==> config.mk <==
export PLATFORM = sky130hd
export DESIGN_NAME = lot_sensor_conditioner
export DESIGN_NICKNAME = d
export VERILOG_FILES = /design/src/rtl/lot_pkg.sv /design/src/rtl/lot_sensor_debounce.sv /design/src/rtl/lot_sensor_conditioner.sv
export SDC_FILE = /design/constraint.sdc
export NUM_CORES = 1
export LEC_CHECK = 0
export CAP_MARGIN = 40
export CELL_PAD_IN_SITES_DETAIL_PLACEMENT = 1
export CELL_PAD_IN_SITES_GLOBAL_PLACEMENT = 1
export CORE_UTILIZATION = 39
export DETAILED_ROUTE_END_ITERATION = 8
export PLACE_DENSITY_LB_ADDON = 0.15
export SETUP_SLACK_MARGIN = 0.2
export SLEW_MARGIN = 20
export SYNTH_ARGS = -nofsm -noshare
export SYNTH_HDL_FRONTEND = slang
export SYNTH_SLANG_ARGS = --single-unit
==> constraint.sdc <==
create_clock -name clk -period 1.82 [get_ports clk]
set_input_delay 0.364 -clock clk [delete_from_list [all_inputs] [get_ports clk]]
set_output_delay 0.364 -clock clk [all_outputs]
set_load 0.02 [all_outputs]
==> src/rtl/lot_pkg.sv <==
// Shared constants and types for the parking-lot sensor conditioning path.
package lot_pkg;

  // Beam sensors are active-low: 0 means something is blocking the beam.
  localparam logic SENSOR_CLEAR   = 1'b1;
  localparam logic SENSOR_BLOCKED = 1'b0;

  localparam int DEBOUNCE_CYCLES_DEF = 3;
  localparam int STUCK_CYCLES_DEF    = 1000;
  localparam int GLITCH_CNT_W        = 8;
  localparam int NUM_CH              = 2;

  // Per-channel result bundle handed from the debouncer to the top level.
  typedef struct packed {
    logic level;
    logic stuck;
    logic glitch;
  } chan_out_t;

  // Saturating add of a small increment onto the glitch accumulator.
  function automatic logic [GLITCH_CNT_W-1:0] sat_add(
    input logic [GLITCH_CNT_W-1:0] acc,
    input logic [1:0]              inc
  );
    logic [GLITCH_CNT_W:0] sum;
    sum = {1'b0, acc} + {{(GLITCH_CNT_W-1){1'b0}}, inc};
    if (sum[GLITCH_CNT_W]) return '1;
    return sum[GLITCH_CNT_W-1:0];
  endfunction

endpackage

==> src/rtl/lot_sensor_debounce.sv <==
// One sensor channel: 2-flop synchronizer, stable-count debounce, stuck-low
// detector and a one-cycle pulse for every rejected transition.
module lot_sensor_debounce
  import lot_pkg::*;
#(
  parameter int DEBOUNCE_CYCLES = DEBOUNCE_CYCLES_DEF,
  parameter int STUCK_CYCLES    = STUCK_CYCLES_DEF
) (
  input  logic      clk,
  input  logic      rst,
  input  logic      raw_i,
  output chan_out_t out_o
);

  localparam int DCNT_W = $clog2(DEBOUNCE_CYCLES + 1);
  localparam int SCNT_W = $clog2(STUCK_CYCLES + 1);
  localparam logic [DCNT_W-1:0] DCNT_LAST = DCNT_W'(DEBOUNCE_CYCLES - 1);
  localparam logic [SCNT_W-1:0] SCNT_MAX  = SCNT_W'(STUCK_CYCLES);

  logic              s1_q, s2_q;
  logic              lvl_q, lvl_d;
  logic [DCNT_W-1:0] dcnt_q, dcnt_d;
  logic [SCNT_W-1:0] scnt_q, scnt_d;
  logic              stuck_q, stuck_d;
  logic              glitch;

  // A pending transition that collapses back to the output level is a glitch.
  assign glitch = (s2_q == lvl_q) && (dcnt_q != '0);

  // Next-state for debounce and stuck counters, all from registered values.
  always_comb begin
    lvl_d  = lvl_q;
    dcnt_d = dcnt_q;
    if (s2_q == lvl_q) begin
      dcnt_d = '0;
    end else if (dcnt_q == DCNT_LAST) begin
      lvl_d  = s2_q;
      dcnt_d = '0;
    end else begin
      dcnt_d = dcnt_q + DCNT_W'(1);
    end

    scnt_d = scnt_q;
    if (lvl_q == SENSOR_BLOCKED) begin
      if (scnt_q != SCNT_MAX) scnt_d = scnt_q + SCNT_W'(1);
    end else begin
      scnt_d = '0;
    end

    // Gated by the live level so the flag drops one edge after release.
    stuck_d = (scnt_q == SCNT_MAX) && (lvl_q == SENSOR_BLOCKED);
  end

  // Synchronizer and channel state; synchronous active-low reset.
  always_ff @(posedge clk) begin
    if (!rst) begin
      s1_q    <= SENSOR_CLEAR;
      s2_q    <= SENSOR_CLEAR;
      lvl_q   <= SENSOR_CLEAR;
      dcnt_q  <= '0;
      scnt_q  <= '0;
      stuck_q <= 1'b0;
    end else begin
      s1_q    <= raw_i;
      s2_q    <= s1_q;
      lvl_q   <= lvl_d;
      dcnt_q  <= dcnt_d;
      scnt_q  <= scnt_d;
      stuck_q <= stuck_d;
    end
  end

  assign out_o.level  = lvl_q;
  assign out_o.stuck  = stuck_q;
  assign out_o.glitch = glitch;

endmodule

==> src/rtl/lot_sensor_conditioner.sv <==
// Conditions the outer (SD1) and inner (SD2) beam sensors for the occupancy
// tracker and accumulates rejected-glitch diagnostics across both channels.
module lot_sensor_conditioner
  import lot_pkg::*;
#(
  parameter int DEBOUNCE_CYCLES = DEBOUNCE_CYCLES_DEF,
  parameter int STUCK_CYCLES    = STUCK_CYCLES_DEF
) (
  input  logic                    clk,
  input  logic                    rst,
  input  logic                    SD1_raw,
  input  logic                    SD2_raw,
  output logic                    SD1,
  output logic                    SD2,
  output logic [1:0]              stuck,
  output logic [GLITCH_CNT_W-1:0] glitch_cnt
);

  logic [NUM_CH-1:0]    raw;
  chan_out_t            ch   [NUM_CH];
  logic [NUM_CH-1:0]    glitch;
  logic [1:0]           glitch_sum;
  logic [GLITCH_CNT_W-1:0] glitch_cnt_q;

  assign raw = {SD2_raw, SD1_raw};

  for (genvar i = 0; i < NUM_CH; i++) begin : g_ch
    lot_sensor_debounce #(
      .DEBOUNCE_CYCLES (DEBOUNCE_CYCLES),
      .STUCK_CYCLES    (STUCK_CYCLES)
    ) u_deb (
      .clk   (clk),
      .rst   (rst),
      .raw_i (raw[i]),
      .out_o (ch[i])
    );
    assign stuck[i]  = ch[i].stuck;
    assign glitch[i] = ch[i].glitch;
  end

  assign SD1        = ch[0].level;
  assign SD2        = ch[1].level;
  assign glitch_sum = {1'b0, glitch[0]} + {1'b0, glitch[1]};

  // Saturating glitch accumulator; both channels may add on the same edge.
  always_ff @(posedge clk) begin
    if (!rst) glitch_cnt_q <= '0;
    else      glitch_cnt_q <= sat_add(glitch_cnt_q, glitch_sum);
  end

  assign glitch_cnt = glitch_cnt_q;

endmodule

# After elaboration in Yosys (flattened, before gate mapping)
# Index checks and enable logic that the tools add are counted.
# totals
inputBits,4
latchBits,0
ram_bits,0
register_bits,40
romBits,0
n_memories,0
# classes
n_div,0
shifts,0
n_addsub,6
n_eq_ne,8
n_mul,0
mux,4
reduce_logical,12
n_bitwise,5
order_cmp,0
# op_table
cell,count
"adder 10 x 1 -> 10 bit, second input constant",2
"equality test 10 bit, second input constant",2
"!= test 10 bit, second input constant",2
2-to-1 mux 8 bit,2
adder 8 x 2 -> 9 bit,1
OR reduction 3 bit,2
NOT 1 bit,5
"adder 2 x 1 -> 2 bit, second input constant",2
"equality test 2 bit, second input constant",2
logical AND 1 bit,4
AND reduction 2 bit,2
nonzero test 2 bit,2
OR reduction 2 bit,2
adder 1 x 1 -> 2 bit,1
equality test 1 bit,2
2-to-1 mux 1 bit,2

# Longest topological paths before layout
# logic_depth
ltp_word,7
depth_mapped,9
mapped_depth_nobuf,9

# Hierarchy
# A second synthesis with hierarchy kept.
# hier_totals
hier_cells,197
area_unflattened_um2,1854.3
# by_module_without_submodules
mod,area_each_um2,cells_per_inst,seq_area_each_um2,n_inst
lot_sensor_debounce,738.2,80,320.3,2
lot_sensor_conditioner,377.9,37,160.2,1

# Least setup slack after synthesis
# Ideal clock, no wire load.
# synth_timing
path_type,register to register
from,register g_ch[0].u_deb.lvl_q
to,"register glitch_cnt_q[6], in the netlist glitch_cnt[6]"
t_arrival_ns,1.946
slack_ns,-0.253
path_stages_with_launch,9
synth_period_minus_slack_ns,2.073
cell_sequence,dfxtp_1 xnor2_1 nand2b_1 fa_1 inv_1 ha_1 nand3_1 nor4b_1 nor3b_1
# synth_between
elab_chain_len,7
# synth_lines
element,line,rtl
from (decl),lot_sensor_debounce.sv:21,"logic lvl_q, lvl_d;"
from (signal assigned),lot_sensor_debounce.sv:66,lvl_q <= lvl_d;
equality test 1 bit *,lot_sensor_debounce.sv:28,assign glitch = (s2_q == lvl_q) && (dcnt_q != '0);
logical AND 1 bit *,lot_sensor_debounce.sv:28,
adder 1 x 1 -> 2 bit *,lot_sensor_conditioner.sv:43,"assign glitch_sum = {1'b0, glitch[0]} + {1'b0, glitch[1]};"
adder 8 x 2 -> 9 bit *,lot_pkg.sv:26,"sum = {1'b0, acc} + {{(GLITCH_CNT_W-1){1'b0}}, inc};"
2-to-1 mux 1 bit,lot_pkg.sv:27,if (sum[GLITCH_CNT_W]) return '1;
2-to-1 mux 1 bit,lot_sensor_conditioner.sv:47,if (!rst) glitch_cnt_q <= '0;
2-to-1 mux 8 bit *,lot_pkg.sv:28,return sum[GLITCH_CNT_W-1:0];
to (signal assigned),lot_sensor_conditioner.sv:48,"else glitch_cnt_q <= sat_add(glitch_cnt_q, glitch_sum);"
to (decl),lot_sensor_conditioner.sv:23,logic [GLITCH_CNT_W-1:0] glitch_cnt_q;
# Every way passes the cells marked *; elsewhere a longest branch is shown, timed or not. The select of a mux whose other input is x is not followed.
# A chain may end at the register's enable or synchronous reset.

# Worst setup path after layout
# layout_timing
from,register g_ch[0].u_deb.dcnt_q[0]
to,"register glitch_cnt_q[6], in the netlist glitch_cnt[6]"
# layout_between
elab_chain_len,7
# layout_lines
element,line,rtl
from (decl),lot_sensor_debounce.sv:22,"logic [DCNT_W-1:0] dcnt_q, dcnt_d;"
from (signal assigned),lot_sensor_debounce.sv:67,dcnt_q <= dcnt_d;
nonzero test 2 bit *,lot_sensor_debounce.sv:28,
logical AND 1 bit *,lot_sensor_debounce.sv:28,
adder 1 x 1 -> 2 bit *,lot_sensor_conditioner.sv:43,
adder 8 x 2 -> 9 bit *,lot_pkg.sv:26,
2-to-1 mux 1 bit,lot_pkg.sv:27,
2-to-1 mux 1 bit,lot_sensor_conditioner.sv:47,
2-to-1 mux 8 bit *,lot_pkg.sv:28,
# Marks and branches as above.

==> impl_metrics.tcl <==
set metrics [dict create \
    dr.pass1.iters 6 \
    rsz0062_at_grt "yes" \
    numPortBuffers 15 \
    power_mw 1.66 \
    fin_nets 236 \
    syn2layout_area_growth_pct 29.8 \
    finalCoreUtilization_pct 53.5 \
    grt_start_max_net_pins 13 \
    grt_usage_pct 18.6 \
    clock-sinks 40 \
    synth.avg_cell_area_um2 9.45 \
    vdd.ir_drop.worst_mv 0.360 \
    place_congestion 0.768 \
    wl_mm 4.48 \
    pin_count 16 \
    drtIter0Drc 40 \
    antenna_left 0 \
    multi_input_area_mm2 0.00108 \
    wire_per_inst_um 16.3 \
    synth-adder-area-share_pct 7.24 \
    synthMuxAreaShare_pct 1.09 \
    timing.final.ws_setup_ps -64.6 \
    drive_gt1_share_pct 23.8 \
    fillers 502 \
    yosysMostFrequentCell "dfxtp_1" \
    dpl.hpwl_mm 3.07 \
    worstMarginPinSlew_ps 318 \
    p_leak_nw 0.848 \
    initial_core_util_pct 41.2 \
    failed_checks "design-rule violations, negative setup slack" \
    vias_per_cell 5.57 \
    end_kind "flip-flop" \
    drv_slew 0 \
    grt_antenna_before_repair 0 \
    cts_tree "built" \
    cp.required_ps 2000 \
    clock.fmax_ghz 0.531 \
    skew_ps 10.1 \
    cap_violations 0 \
    htree_num_levels 2 \
    grt_pass1_vias 1602 \
    min_path_type "flip-flop to flip-flop" \
    clk_pin_slew_worst_paths_ps 80 \
    cts.hold.buffers_added 0 \
    synth_common_cells "dfxtp_1 (40), inv_1 (15), nand3_1 (10)" \
    status "finished with violations" \
    worstSetupPathType "flip-flop to flip-flop" \
    fin_hold_ws_ps 421 \
    yosys.area_share.simple_pct 23.8 \
    crit_arrival_ps 2060 \
    die_x_um 70.6 \
    syn_nets 208 \
    hold_viol_final 0 \
    synth_top_flop_cell "dfxtp_1" \
    grt_overflow 0 \
    crit_chain "inv_2, ha_4, nand2b_4, fa_2, inv_2, ha_4, nand3_4, nor4b_4, nor3b_2" \
    critPathLaunchType "flip-flop" \
    synth_area_leaders "dfxtp_1 (44%), ha_1 (6.1%), o31ai_1 (3.3%)" \
    yosys_warnings 0 \
    synth_area_mm2 0.00183 \
    async_flop_share_pct 0 \
    crit_path_top_delay_cell "fa_2" \
    worstPathMaxFanout 4 \
    grt_pass1_wl_mm 7.36 \
    cts.path.max_buffers 2 \
    seqCellArea_um2 813 \
    num_antenna_cells 0 \
    fin_crit_ps 1880 \
    synth_cells 194 \
    synth_top_cell_area_share_pct 43.7 \
    dr_total_vias 1532 \
    synth_compound_area_share_pct 15.4 \
    die_y_um 70.6 \
    fin_tns_setup_ps -159 \
    synth_cell_types 42 \
    ys_seq_area_share_pct 43.7 \
    cts_buffers 5 \
    dieArea_mm2 0.00498 \
    period_share_pct 104 \
    std_cell_rows 24 \
    synth-xor-area-share_pct 3.34 \
    slew_headroom_pct 78.5 \
    drcViolationCount 2 \
    ys_ff_latch 40 \
    clkLatencyLatePin_ps 290 \
    synth-edff-count 0 \
    synth_top_family_by_area "simple AND/OR/NAND/NOR gates" \
    cts_root_buf "clkbuf_8" \
    yosysTopAreaCell "dfxtp_1" \
    p_per_area_mw_per_mm2 698 \
    setup_viol 4 \
    crit_path_max_incr_delay_ps 380 \
    core_area_mm2 0.00444 \
]
stage by stage:
step                instance area, µm²  instances  worst slack (ps)
floorplan                         1930        194               101
global placement                  2150        259              57.5
detailed placement                2150        259             -14.3
CTS                               2310        272             -39.5
global route                      2380        275              -136
finish                            2380        275             -64.6
state kept, by name, indices dropped and copies added (netlist names):
name / flops
g_ch.u_deb.s1_q: 2
g_ch.u_deb.dcnt_q: 4
g_ch.u_deb.lvl_q: 2
glitch_cnt: 8
g_ch.u_deb.scnt_q: 20
g_ch.u_deb.stuck_q: 2
g_ch.u_deb.s2_q: 2
cells in the final DEF, fill, tap and decap left out, types with 4 or more instances in the layout:
cell type         n
dfxtp_1          32
buf_4            13
inv_1            11
nand3_1           9
a21oi_1           9
nand2_1           8
o31ai_1           8
dlygate4sd2_1     8
dfxtp_2           7
nand2b_1          6
or3_1             6
ha_1              6
nor2_1            5
o21ai_0           5
xor2_1            5
clkbuf_8          5
clkdlybuf4s50_1   5
inv_2             4
or4_1             4
o21a_1            4
layout make-up:
type	instances	share of cell area, %
Multi-Input combinational cell	131	45.5
Sequential cell	40	34.2
Timing Repair Buffer	29	10.7
Clock buffer	6	3.05
Tap cell	52	2.74
Inverter	15	2.37
Clock inverter	2	1.47
critical path, delay by kind of cell, from the launching register on:
family	cells	cell delay (ps)
simple gates	4	580
flops	1	350
fa+ha+maj	3	690
buf+inv	2	150
cell families after synthesis:
| group | after synthesis |
|---|---|
| multiplexers | 2 |
| AND/OR/NAND/NOR | 70 |
| adder cells (fa/ha/maj) | 10 |
| AO/OA/AOI/OAI | 42 |
| buffers and inverters | 23 |
| XOR/XNOR | 7 |
| flip-flops | 40 |
repair_timing:
action | in CTS | in global routing
endpoints found under the setup margin | 16 | 10
gates resized for setup | 16 | 10
pin swaps | 9 | 7
buffers inserted | 5 | 3
final timing paths:
kind                                       from                                  to  slack [ps]  depth (start not counted)
max reg2reg  g_ch[0].u_deb.dcnt_q[0]$_SDFF_PP0_            glitch_cnt[6]$_SDFF_PN0_         -60                          9
min reg2reg  g_ch[1].u_deb.dcnt_q[0]$_SDFF_PP0_  g_ch[1].u_deb.dcnt_q[0]$_SDFF_PP0_         420                          1
max          g_ch[0].u_deb.dcnt_q[0]$_SDFF_PP0_            glitch_cnt[6]$_SDFF_PN0_         -60                          9
min          g_ch[1].u_deb.dcnt_q[0]$_SDFF_PP0_  g_ch[1].u_deb.dcnt_q[0]$_SDFF_PP0_         420                          1
report_power, final:
group / total, mW / internal, mW / switching, mW
Clock: 0.717 / 0.407 / 0.310
Combinational: 0.0551 / 0.0307 / 0.0245
Sequential: 0.887 / 0.881 / 0.00597
routing by layer:
| metal | share of wire [%] | global-route usage (%) |
|---|---|---|
| met4 | 1.7 | 4.89 |
| met2 | 51 | 33.5 |
| met3 | 2.8 | 4.70 |
| met1 | 45 | 22.2 |
| met5 | 0 | 0 |
(Power assumes the default switching activity.)
